[src/rtl/vga_line_plotter_if.sv]
// Line-plotter configuration port: valid/ready write channel plus pending flag.
// The master writes line settings; the slave (plotter) accepts and reports pending state.
interface vga_line_plotter_if #(
    parameter int CW  = 3,
    parameter int SLW = 4,
    parameter int OFW = 11,
    parameter int CHW = 2
);
    logic           cfg_valid;
    logic           cfg_ready;
    logic [CHW-1:0] cfg_ch;
    logic           cfg_en;
    logic [SLW-1:0] cfg_slope;
    logic [OFW-1:0] cfg_offset;
    logic [CW-1:0]  cfg_color;
    logic           cfg_pending;

    modport master (
        output cfg_valid, cfg_ch, cfg_en, cfg_slope, cfg_offset, cfg_color,
        input  cfg_ready, cfg_pending
    );

    modport slave (
        input  cfg_valid, cfg_ch, cfg_en, cfg_slope, cfg_offset, cfg_color,
        output cfg_ready, cfg_pending
    );
endinterface

[src/rtl/vga_line_plotter.sv]
// N_CH-channel y = slope*x + offset overlay; config is shadowed and committed at frame start.
// Optional macro PLOTTER_AXES_EN draws the x/y axes in all-ones where no line hits.
module vga_line_plotter #(
    parameter int XW   = 10,
    parameter int CW   = 3,
    parameter int N_CH = 4,
    parameter int SLW  = 4,
    parameter int OFW  = 11,
    parameter int CHW  = (N_CH > 1) ? $clog2(N_CH) : 1
) (
    input  logic              clk,
    input  logic              rst,
    input  logic              frame_start_i,
    input  logic [XW-1:0]     counter_x_i,
    input  logic [XW-1:0]     counter_y_i,
    input  logic              in_display_i,
    vga_line_plotter_if.slave cfg,
    output logic [CW-1:0]     pixel_o,
    output logic [CHW-1:0]    hit_ch_o,
    output logic              hit_o
);
    localparam int TW = XW + SLW + OFW + 1;

    logic [N_CH-1:0]       sh_en_q, sh_en_d, act_en_q, act_en_d;
    logic signed [SLW-1:0] sh_sl_q [N_CH], sh_sl_d [N_CH];
    logic signed [SLW-1:0] act_sl_q [N_CH], act_sl_d [N_CH];
    logic signed [OFW-1:0] sh_of_q [N_CH], sh_of_d [N_CH];
    logic signed [OFW-1:0] act_of_q [N_CH], act_of_d [N_CH];
    logic [CW-1:0]         sh_col_q [N_CH], sh_col_d [N_CH];
    logic [CW-1:0]         act_col_q [N_CH], act_col_d [N_CH];
    logic                  pend_q, pend_d;

    logic [N_CH-1:0]       s1_match_q, s1_match_d;
    logic [CW-1:0]         s1_col_q [N_CH];
    logic                  s1_disp_q, s1_axis_q, s1_axis_d;

    logic [CW-1:0]         pix_q, pix_d;
    logic                  hit_q, hit_d;
    logic [CHW-1:0]        hch_q, hch_d;

    logic signed [TW-1:0]  xs, ys;
    logic signed [TW-1:0]  t_w [N_CH];
    logic                  wr;
    logic                  found;

    // Writes are refused on the commit cycle so they can never race the bank copy.
    assign cfg.cfg_ready   = ~frame_start_i;
    assign cfg.cfg_pending = pend_q;
    assign wr              = cfg.cfg_valid & ~frame_start_i;

    assign xs = TW'(counter_x_i);
    assign ys = TW'(counter_y_i);

`ifdef PLOTTER_AXES_EN
    assign s1_axis_d = (counter_x_i == '0) | (counter_y_i == '0);
`else
    assign s1_axis_d = 1'b0;
`endif

    // Shadow-bank writes and frame-start commit into the active bank.
    always_comb begin
        sh_en_d   = sh_en_q;
        sh_sl_d   = sh_sl_q;
        sh_of_d   = sh_of_q;
        sh_col_d  = sh_col_q;
        act_en_d  = act_en_q;
        act_sl_d  = act_sl_q;
        act_of_d  = act_of_q;
        act_col_d = act_col_q;
        pend_d    = pend_q;
        if (wr) begin
            for (int i = 0; i < N_CH; i++) begin
                if (cfg.cfg_ch == CHW'(i)) begin
                    sh_en_d[i]  = cfg.cfg_en;
                    sh_sl_d[i]  = signed'(cfg.cfg_slope);
                    sh_of_d[i]  = signed'(cfg.cfg_offset);
                    sh_col_d[i] = cfg.cfg_color;
                    pend_d      = 1'b1;
                end
            end
        end
        if (frame_start_i && pend_q) begin
            act_en_d  = sh_en_q;
            act_sl_d  = sh_sl_q;
            act_of_d  = sh_of_q;
            act_col_d = sh_col_q;
            pend_d    = 1'b0;
        end
    end

    // Stage 1: exact signed line evaluation per channel, no truncation.
    always_comb begin
        for (int i = 0; i < N_CH; i++) begin
            t_w[i]        = TW'(act_sl_q[i]) * xs + TW'(act_of_q[i]);
            s1_match_d[i] = act_en_q[i] && (t_w[i] == ys);
        end
    end

    // Stage 2: lowest-index match wins; axes fill only non-hit pixels.
    always_comb begin
        pix_d = '0;
        hit_d = 1'b0;
        hch_d = '0;
        found = 1'b0;
        for (int i = 0; i < N_CH; i++) begin
            if (s1_disp_q && s1_match_q[i] && !found) begin
                found = 1'b1;
                pix_d = s1_col_q[i];
                hit_d = 1'b1;
                hch_d = CHW'(i);
            end
        end
        if (!found && s1_disp_q && s1_axis_q) pix_d = '1;
    end

    // Config banks and pending flag.
    always_ff @(posedge clk) begin
        if (rst) begin
            sh_en_q  <= '0;
            act_en_q <= '0;
            pend_q   <= 1'b0;
            for (int i = 0; i < N_CH; i++) begin
                sh_sl_q[i]   <= '0;
                sh_of_q[i]   <= '0;
                sh_col_q[i]  <= '0;
                act_sl_q[i]  <= '0;
                act_of_q[i]  <= '0;
                act_col_q[i] <= '0;
            end
        end else begin
            sh_en_q   <= sh_en_d;
            sh_sl_q   <= sh_sl_d;
            sh_of_q   <= sh_of_d;
            sh_col_q  <= sh_col_d;
            act_en_q  <= act_en_d;
            act_sl_q  <= act_sl_d;
            act_of_q  <= act_of_d;
            act_col_q <= act_col_d;
            pend_q    <= pend_d;
        end
    end

    // Pipeline registers; colours travel with the match so a commit cannot split a pixel.
    always_ff @(posedge clk) begin
        if (rst) begin
            s1_match_q <= '0;
            s1_disp_q  <= 1'b0;
            s1_axis_q  <= 1'b0;
            pix_q      <= '0;
            hit_q      <= 1'b0;
            hch_q      <= '0;
            for (int i = 0; i < N_CH; i++) s1_col_q[i] <= '0;
        end else begin
            s1_match_q <= s1_match_d;
            s1_disp_q  <= in_display_i;
            s1_axis_q  <= s1_axis_d;
            s1_col_q   <= act_col_q;
            pix_q      <= pix_d;
            hit_q      <= hit_d;
            hch_q      <= hch_d;
        end
    end

    assign pixel_o  = pix_q;
    assign hit_o    = hit_q;
    assign hit_ch_o = hch_q;
endmodule
[src/flat_wrapper.sv]
// flat-port wrapper written by rule: the top's interface ports become plain ports
module vga_line_plotter_flat 
#(
    parameter int XW   = 10,
    parameter int CW   = 3,
    parameter int N_CH = 4,
    parameter int SLW  = 4,
    parameter int OFW  = 11,
    parameter int CHW  = (N_CH > 1) ? $clog2(N_CH) : 1
)
  (clk, rst, frame_start_i, counter_x_i, counter_y_i, in_display_i, pixel_o, hit_ch_o, hit_o, cfg_cfg_valid, cfg_cfg_ch, cfg_cfg_en, cfg_cfg_slope, cfg_cfg_offset, cfg_cfg_color, cfg_cfg_ready, cfg_cfg_pending);
  vga_line_plotter_if #(.CW(CW), .SLW(SLW), .OFW(OFW), .CHW(CHW)) cfg_i ();
  input  logic clk;
  input  logic rst;
  input  logic frame_start_i;
  input  logic [XW-1:0] counter_x_i;
  input  logic [XW-1:0] counter_y_i;
  input  logic in_display_i;
  output logic [CW-1:0] pixel_o;
  output logic [CHW-1:0] hit_ch_o;
  output logic hit_o;
  input wire logic [$bits(cfg_i.cfg_valid)-1:0] cfg_cfg_valid;
  input wire logic [$bits(cfg_i.cfg_ch)-1:0] cfg_cfg_ch;
  input wire logic [$bits(cfg_i.cfg_en)-1:0] cfg_cfg_en;
  input wire logic [$bits(cfg_i.cfg_slope)-1:0] cfg_cfg_slope;
  input wire logic [$bits(cfg_i.cfg_offset)-1:0] cfg_cfg_offset;
  input wire logic [$bits(cfg_i.cfg_color)-1:0] cfg_cfg_color;
  output wire logic [$bits(cfg_i.cfg_ready)-1:0] cfg_cfg_ready;
  output wire logic [$bits(cfg_i.cfg_pending)-1:0] cfg_cfg_pending;
  assign cfg_i.cfg_valid = cfg_cfg_valid;
  assign cfg_i.cfg_ch = cfg_cfg_ch;
  assign cfg_i.cfg_en = cfg_cfg_en;
  assign cfg_i.cfg_slope = cfg_cfg_slope;
  assign cfg_i.cfg_offset = cfg_cfg_offset;
  assign cfg_i.cfg_color = cfg_cfg_color;
  assign cfg_cfg_ready = cfg_i.cfg_ready;
  assign cfg_cfg_pending = cfg_i.cfg_pending;
  vga_line_plotter #(.XW(XW), .CW(CW), .N_CH(N_CH), .SLW(SLW), .OFW(OFW), .CHW(CHW)) u_core (.clk(clk), .rst(rst), .frame_start_i(frame_start_i), .counter_x_i(counter_x_i), .counter_y_i(counter_y_i), .in_display_i(in_display_i), .cfg(cfg_i), .pixel_o(pixel_o), .hit_ch_o(hit_ch_o), .hit_o(hit_o));
endmodule
[config.mk]
export PLATFORM = sky130hd
export DESIGN_NAME = vga_line_plotter_flat
export DESIGN_NICKNAME = d
export VERILOG_FILES = /design/src/rtl/vga_line_plotter_if.sv /design/src/rtl/vga_line_plotter.sv /design/src/flat_wrapper.sv
export SDC_FILE = /design/constraint.sdc
export NUM_CORES = 1
export LEC_CHECK = 0
export ABC_AREA = 1
export CAP_MARGIN = 20
export CORE_UTILIZATION = 50
export DETAILED_ROUTE_END_ITERATION = 16
export PLACE_DENSITY = 0.78
export SETUP_SLACK_MARGIN = 0.3
export SYNTH_ARGS = -nofsm -noshare
export SYNTH_HDL_FRONTEND = slang
export SYNTH_SLANG_ARGS = --single-unit
[constraint.sdc]
create_clock -name clk -period 6.29 [get_ports clk]
set_clock_uncertainty 0.2 [all_clocks]
set_input_delay 1.258 -clock clk [delete_from_list [all_inputs] [get_ports clk]]
set_output_delay 1.258 -clock clk [all_outputs]
set_load 0.05 [all_outputs]
==> results of run 1 <==
[cell usage in the layout (no fill, tap or decap), drive strengths merged, types with 18 or more instances in the layout]
cell type	synthesis	routed
a21oi	45	45
ha	121	121
nand3	71	71
dfxtp	176	176
inv	445	453
clkdlybuf4s50	0	53
nand2	405	405
o21ai	165	165
buf	14	18
fa	117	117
nor2	387	387
[registers in the layout (all words and copies together) (netlist names)]
signal / flops
u_core.act_col_q: 12
u_core.act_en_q: 4
u_core.act_of_q: 44
u_core.act_sl_q: 16
u_core.cfg.cfg_pending: 1
u_core.hit_ch_o: 2
u_core.hit_o: 1
u_core.pixel_o: 3
u_core.s1_col_q: 12
u_core.s1_disp_q: 1
u_core.s1_match_q: 4
u_core.sh_col_q: 12
u_core.sh_en_q: 4
u_core.sh_of_q: 44
u_core.sh_sl_q: 16
[layer usage]
layer / wire length (um) / share of wire / up-vias / GRT usage
met5: 0 / 0 / - / 0
met4: 812 / 0.022 / 0 / 0.0727
met3: 2680 / 0.073 / 56 / 0.0336
met2: 16500 / 0.45 / 446 / 0.428
met1: 16700 / 0.46 / 5980 / 0.359
li1: - / - / 6325 / -
[cell families after synthesis]
group | Yosys count | synth area share
simple gates | 900 | 0.248
buf+inv | 529 | 0.139
fa+ha+maj | 238 | 0.268
compound gates | 231 | 0.0837
flops | 176 | 0.244
xor+xnor | 29 | 0.0176
[cell type report]
class | count | area, um2
fill | 2654 | 12300
multi-input combinational | 1398 | 8890
sequential | 176 | 3520
inverter | 451 | 1690
timing repair buffer | 71 | 689
tap | 378 | 473
clock buffer | 17 | 425
clock inverter | 13 | 126
[power breakdown]
group	switching [mW]	internal, mW
registers	0.0347	1.15
logic	0.333	0.198
clock network	0.504	0.522
total	0.872	1.87
[worst max-delay path, stage by stage]
cell             delay [ns]
clkdlybuf4s50_1        0.97
nand2_1                0.17
fa_1                   0.56
inv_1                  0.05
fa_1                   0.47
inv_1                  0.05
fa_1                   0.47
inv_1                  0.06
fa_1                   0.51
nor2_1                 0.06
nor2_1                 0.09
nand3_1                0.08
nor2_1                 0.14
nand4_1                0.14
nor3_1                 0.22
nand3_1                0.10
nor2_1                 0.08
[worst max-delay path by stage]
| stage | end | from | slack (ns) |
|---|---|---|---|
| 2_1_floorplan | u_core.s1_match_q[2]$_SDFF_PP0_ | counter_x_i[2] | 1.42 |
| 4_1_cts | u_core.s1_match_q[0]$_SDFF_PP0_ | counter_x_i[2] | 1.00 |
| 6_report | u_core.s1_match_q[3]$_SDFF_PP0_ | counter_x_i[2] | 0.98 |
| 3_3_place_gp | u_core.s1_match_q[0]$_SDFF_PP0_ | counter_x_i[2] | 0.61 |
| 5_1_grt | u_core.s1_match_q[3]$_SDFF_PP0_ | counter_x_i[2] | 0.73 |
| 3_5_place_dp | u_core.s1_match_q[0]$_SDFF_PP0_ | counter_x_i[2] | 0.56 |
==> results.yml, run 1 <==
sta:
  slew_headroom: 0.425
  hold_violations: 0
  fmax_mhz: 188
  fin_crit_sh: 0.844
  setup_viol: 0
  worstMarginPinSlew_ns: 0.863
  fin_crit_ns: 5.31
  slew_viol_final: 0
  tns_ns: 0
  fin_hold_ws_ns: 0.219
  layout_setup_ws_ns: 0.981
  grt_setup_unrepaired: "false"
min_path:
  holdPathEnd: "u_core.s1_col_q[2]$_SDFF_PP0_"
  worstHoldPathType: "reg -> reg"
  worstHoldStart: "u_core.act_col_q[2]$_SDFFE_PP0P_"
  hold_depth: 2
route:
  dr.pass1.iters: 8
  drtIter0Drc: 1131
  postRouteAntennaNets: 0
  via_per_inst: 5.11
  wl_um: 36700
  wire_per_inst_um: 14.7
  vias: 12800
  drc_errors: 0
place:
  hpwl_um: 28100
  post-place-ws_ns: 0.561
  io_buffers: 53
  routabilityCongestion: 0.882
  postPlaceCellArea_um2: 15300
  dp.cells: 2473
floorplan:
  die_h_um: 172
  die-area_um2: 29500
  core_area_um2: 28100
  die_w_um: 172
  rows: 61
  start_util: 0.513
  pin_count: 54
setup_path:
  cp-start-kind: "input pin"
  path_class: "in -> reg"
  required_ns: 6.48
  timing.reg2reg.setup_slack_ns: 2.15
  rr_endpoint: "u_core.s1_match_q[1]$_SDFF_PP0_"
  r2r-start: "u_core.act_sl_q[11]$_SDFFE_PP0P_"
  critPathMaxFanout: 16
  worst_r2r_path_depth: 18
  crit_arrival_ns: 5.49
  critPathCaptureType: "flip-flop"
clock_network:
  cts_resized: 0
  cts_root_buf: "clkbuf_16"
  clk_pin_slew_ns: 0.08
  hold_buffers: 0
  postCtsSetupBuffers: 0
  cts_buffers: 17
  cts_tree: "done"
  cts-htree-levels: 4
  clk_latency_ns: 0.44
  clkSinkCount: 176
  clockBufferDepth: 2
grt:
  grt_pass1_wl_um: 59600
  grt_usage: 0.261
  grt_antenna_before_repair: 0
  grt.overflow.total: 0
  grt_max_degree: 97
  first_global_vias: 12100
yosys:
  post-synth-top-area-fraction: 0.244
  avgSynthCellArea_um2: 6.85
  ys_top_cells_by_area: "dfxtp_1 (24%), fa_1 (16%), inv_1 (11%)"
  yosys_warnings: 0
  synth_common_cells: "inv_1 (441), nand2_1 (403), nor2_1 (386), dfxtp_1 (176), o21ai_0 (158)"
  yosysMostFrequentCell: "inv_1"
  synth_area_um2: 14400
  yosys_register_bits: 176
  ys.flop_type: "dfxtp_1"
  yosysSeqAreaShare: 0.244
  yosysTopAreaCell: "dfxtp_1"
  synth_edf_count: 0
  yosysUniqueCellTypes: 35
  synthArstFlopShare: 0
  synth_nets: 2387
  syn_inst: 2103
layout:
  syn_to_final_growth_pct: 9.76
  final_core_utilization: 0.563
  final_area_um2: 15800
  layout.cells.non_filler: 2504
  nets: 2399
  drive_gt1_frac: 0.0301
  insertedDiodeCount: 0
power:
  power.density_nw_per_um2: 173
  vdd_drop_max_mv: 0.152
  total_leakage_power_nw: 8.66
  finalPower_mw: 2.74
status:
  outcome: "finished clean"
job:
  drv_cap: 0
Note: power is estimated with default switching activity, not from simulation.
==> inputs of run 2 (changes only) <==
Settings changed: PLACE_DENSITY 0.78 to 0.81.
Clock period 6.29 ns to 4.5 ns, I/O delays scaled along.
==> results.yml, run 2 (synthesis results as in run 1) <==
setup_path:
  required_ns: 4.69
  timing.reg2reg.setup_slack_ns: 0.34
  critPathCaptureType: "flip-flop"
  cp-start-kind: "input pin"
  r2r-start: "u_core.act_sl_q[14]$_SDFFE_PP0P_"
  crit_start: "counter_x_i[2]"
  crit_arrival_ns: 4.42
  rr_endpoint: "u_core.s1_match_q[0]$_SDFF_PP0_"
  critPathMaxFanout: 6
  path_class: "in -> reg"
  worst_r2r_path_depth: 16
power:
  switchingPower_mw: 1.37
  total_leakage_power_nw: 9.40
  switching_share: 0.327
  internal_power_mw: 2.82
  vdd_drop_max_mv: 0.383
  p_comb_frac: 0.239
  p_seq_frac: 0.395
  power.density_nw_per_um2: 239
  clkPwrFrac: 0.367
sta:
  slew_viol_final: 0
  fmax_mhz: 236
  fin_crit_sh: 0.941
  setup_viol: 0
  grt_setup_unrepaired: "true"
  fin_hold_ws_ns: 0.229
  worstMarginPinSlew_ns: 0.639
  slew_headroom: 0.572
  fin_crit_ns: 4.23
  hold_violations: 0
grt:
  first_global_vias: 13100
  grt_max_degree: 66
  grt.overflow.total: 0
  grt_antenna_before_repair: 0
  grt_usage: 0.285
  grt_pass1_wl_um: 64900
floorplan:
  core_area_um2: 28100
  pin_count: 54
  start_util: 0.513
  die_w_um: 172
  die_h_um: 172
  rows: 61
  die-area_um2: 29500
clock_network:
  hold_buffers: 0
  clk_latency_ns: 0.44
  cts-htree-levels: 4
  clkSinkCount: 176
  clockBufferDepth: 2
  cts_root_buf: "clkbuf_16"
  clk_pin_slew_ns: 0.09
  cts_buffers: 17
  cts_tree: "done"
route:
  wire_per_inst_um: 16.1
  dr.pass1.iters: 5
  drtIter0Drc: 1168
  wl_um: 42300
  postRouteAntennaNets: 0
  drc_errors: 0
  vias: 13700
  via_per_inst: 5.23
layout:
  drive_gt1_frac: 0.136
  largest_registers: "u_core.act_of_q x44, u_core.sh_of_q x44"
  insertedDiodeCount: 0
  syn_to_final_growth_pct: 21.8
  final_area_um2: 17600
  nets: 2517
  most-common-layout-cells: "inv_1 (422), nand2_1 (373), nor2_1 (373)"
  final_common_cell: "inv_1"
  layout.cells.non_filler: 2624
  final_core_utilization: 0.625
min_path:
  worstHoldStart: "u_core.act_col_q[8]$_SDFFE_PP0P_"
  worstHoldPathType: "reg -> reg"
  hold_depth: 2
  holdPathEnd: "u_core.s1_col_q[8]$_SDFF_PP0_"
place:
  postPlaceCellArea_um2: 16100
  dp.cells: 2565
  routabilityCongestion: 0.919
  io_buffers: 53
  hpwl_um: 29600
status:
  outcome: "finished clean"
job:
  drv_cap: 0
[run 2: per-stage QoR]
step / setup WS (ns) / setup TNS (ns) / power, mW
2_1_floorplan: 0.254 / 0 / 2.21
3_3_place_gp: -0.413 / -1.38 / 2.50
3_5_place_dp: -0.470 / -1.75 / 2.53
4_1_cts: 0.256 / 0 / 4.09
5_1_grt: 0.139 / 0 / 4.37
6_report: 0.267 / 0 / 4.19
[run 2: cell type report]
cell class | instances | area (um2)
repair buffers | 189 | 1800
well taps | 378 | 473
inverters | 451 | 1690
fillers | 2315 | 10500
clock inverters | 14 | 178
multi-input cells | 1398 | 9450
flip-flops and latches | 176 | 3520
clock buffers | 18 | 439
[run 2: worst max-delay path by stage]
stage,to,slack (ns),cells after the start
global placement,u_core.s1_match_q[0]$_SDFF_PP0_,-0.41,18
CTS,u_core.s1_match_q[1]$_SDFF_PP0_,0.26,21
global route,u_core.s1_match_q[2]$_SDFF_PP0_,0.14,21
floorplan,u_core.s1_match_q[2]$_SDFF_PP0_,0.25,20
finish,u_core.s1_match_q[0]$_SDFF_PP0_,0.27,19
detailed placement,u_core.s1_match_q[2]$_SDFF_PP0_,-0.47,20
[run 2: power groups by stage]
| stage | sequential [mW] | combinational [mW] | clock, mW |
|---|---|---|---|
| CTS | 1.65 | 0.907 | 1.53 |
| detailed placement | 1.68 | 0.842 | 0 |
| global route | 1.66 | 1.10 | 1.61 |
| finish | 1.65 | 0.999 | 1.54 |
| global placement | 1.68 | 0.814 | 0 |
| floorplan | 1.67 | 0.546 | 0 |
[run 2: repair_timing]
| item | 4_1_cts | 5_1_grt |
|---|---|---|
| buffers inserted | 11 | 13 |
| gates cloned | 2 | 1 |
| pin swaps | 32 | 74 |
| resized for setup | 71 | 94 |
| hold endpoints to repair | 0 | 0 |
| endpoints found under the setup margin | 4 | 4 |
[run 2: worst max-delay path: stages]
cell and delay (ns):
buf_6 0.07, buf_6 0.09, buf_12 0.11, nand2_2 0.06
fa_1 0.55, inv_1 0.05, fa_1 0.53, inv_2 0.04
fa_1 0.51, inv_2 0.05, fa_2 0.58, nor2_1 0.05
nor2_1 0.11, nand3_1 0.12, nor2_2 0.15, nand4_1 0.12
nor3_2 0.14, nand3_1 0.10, nor2_1 0.09
[run 2: metal layers]
layer,up-vias,track usage,part of all wire
met2,604,0.463,0.45
met4,0,0.0989,0.039
li1,6576,-,-
met3,124,0.0449,0.093
met1,6423,0.383,0.42
met5,-,0,0
==> inputs of run 3 (changes only) <==
Settings changed: DONT_BUFFER_PORTS from default to 1, PLACE_DENSITY 0.81 to 0.79.
==> results.yml, run 3 (synthesis results as in run 1) <==
power:
  p_comb_frac: 0.168
  vdd_drop_max_mv: 0.286
  p_seq_frac: 0.428
  finalPower_mw: 3.87
  switching_share: 0.321
  total_leakage_power_nw: 8.47
  internal_power_mw: 2.63
  clkPwrFrac: 0.404
  power.density_nw_per_um2: 251
  switchingPower_mw: 1.24
sta:
  setup_viol: 0
  slew_viol_final: 0
  fin_crit_sh: 0.888
  layout_setup_ws_ns: 0.505
  hold_violations: 0
  fin_hold_ws_ns: 0.235
  fmax_mhz: 250
  grt_setup_unrepaired: "true"
  worstMarginPinSlew_ns: 0.885
  fin_crit_ns: 4.00
  tns_ns: 0
  slew_headroom: 0.410
layout:
  final_area_um2: 15400
  multi_input_area_um2: 8940
  syn_to_final_growth_pct: 6.86
  layout.cells.non_filler: 2452
  nets: 2345
  drive_gt1_frac: 0.0366
  final_common_cell: "inv_1"
  final_core_utilization: 0.548
  insertedDiodeCount: 0
  nFillCells: 2669
  largest_registers: "u_core.act_of_q x44, u_core.sh_of_q x44"
  seqCellArea_um2: 3530
  most-common-layout-cells: "inv_1 (440), nand2_1 (400), nor2_1 (386)"
floorplan:
  rows: 61
  core_area_um2: 28100
  die_w_um: 172
  die-area_um2: 29500
  pin_count: 54
  start_util: 0.513
  die_h_um: 172
grt:
  grt_usage: 0.266
  grt_antenna_before_repair: 0
  first_global_vias: 12300
  grt.overflow.total: 0
  grt_max_degree: 97
  grt_pass1_wl_um: 60700
clock_network:
  cts_resized: 0
  clkSinkCount: 176
  clk_latency_ns: 0.43
  cts-htree-levels: 4
  clockBufferDepth: 2
  hold_buffers: 0
  postCtsSetupBuffers: 0
  cts_root_buf: "clkbuf_16"
  cts_tree: "done"
  cts_buffers: 17
  clk_pin_slew_ns: 0.08
setup_path:
  critPathMaxFanout: 11
  critPathCaptureType: "flip-flop"
  path_class: "reg -> reg"
  cp-start-kind: "flip-flop"
  required_ns: 4.68
  path_cells: "nand2_1 > fa_1 > inv_1 > fa_1 > inv_1 > fa_1 > inv_1 > fa_2 > inv_1 > nand2_1 > nand2_1 > nor2_1 > nand3_1 > nor2_1 > nand3_1 > nor2_1 > nand4_1 > nor2_1"
  crit_path_top_delay_cell: "dfxtp_1"
  slowest_delay_ns: 0.62
  crit_arrival_ns: 4.18
place:
  dp.cells: 2420
  routabilityCongestion: 0.903
  io_buffers: 0
  postPlaceCellArea_um2: 14800
  hpwl_um: 28300
  post-place-ws_ns: 0.119
route:
  vias: 12500
  via_per_inst: 5.10
  dr.pass1.iters: 5
  drtIter0Drc: 979
  wl_um: 37000
  drc_errors: 0
  postRouteAntennaNets: 0
  wire_per_inst_um: 15.1
min_path:
  worstHoldPathType: "reg -> reg"
job:
  drv_cap: 0
status:
  outcome: "finished clean"
[run 3: critical path: cells and delay by family (launching register included)]
kind	cells	cell delay [ns]
adders and majority gates	4	2.04
buffers and inverters	4	0.21
DFF	1	0.62
and+or+nand+nor	10	0.85
[run 3: final timing paths]
kind / from / endpoint / slack, ns / cells past startpoint
max: u_core.act_sl_q[5]$_SDFFE_PP0P_ / u_core.s1_match_q[2]$_SDFF_PP0_ / 0.50 / 18
min: u_core.act_col_q[1]$_SDFFE_PP0P_ / u_core.s1_col_q[1]$_SDFF_PP0_ / 0.24 / 2
max reg2reg: u_core.act_sl_q[5]$_SDFFE_PP0P_ / u_core.s1_match_q[2]$_SDFF_PP0_ / 0.50 / 18
min reg2reg: u_core.act_col_q[1]$_SDFFE_PP0P_ / u_core.s1_col_q[1]$_SDFF_PP0_ / 0.24 / 2
[run 3: final cells by class]
type,count,area share
multi-input combinational,1398,0.580
sequential,176,0.229
inverter,451,0.110
tap,378,0.0307
clock buffer,17,0.0276
clock inverter,15,0.0132
timing repair buffer,17,0.00910
[run 3: per-layer routing]
layer,vias to the layer above,track usage,wire [um]
li1,6226,-,-
met3,75,0.0649,3590
met5,-,0,0
met2,415,0.426,16500
met1,5799,0.347,15700
met4,0,0.0970,1210
[run 3: power by group through the flow]
stage	clock [mW]	combinational, mW	sequential (mW)
floorplan	0	0.546	1.67
global placement	0	0.613	1.69
detailed placement	0	0.641	1.69
CTS	1.57	0.647	1.65
global route	1.63	0.756	1.66
finish	1.56	0.649	1.66
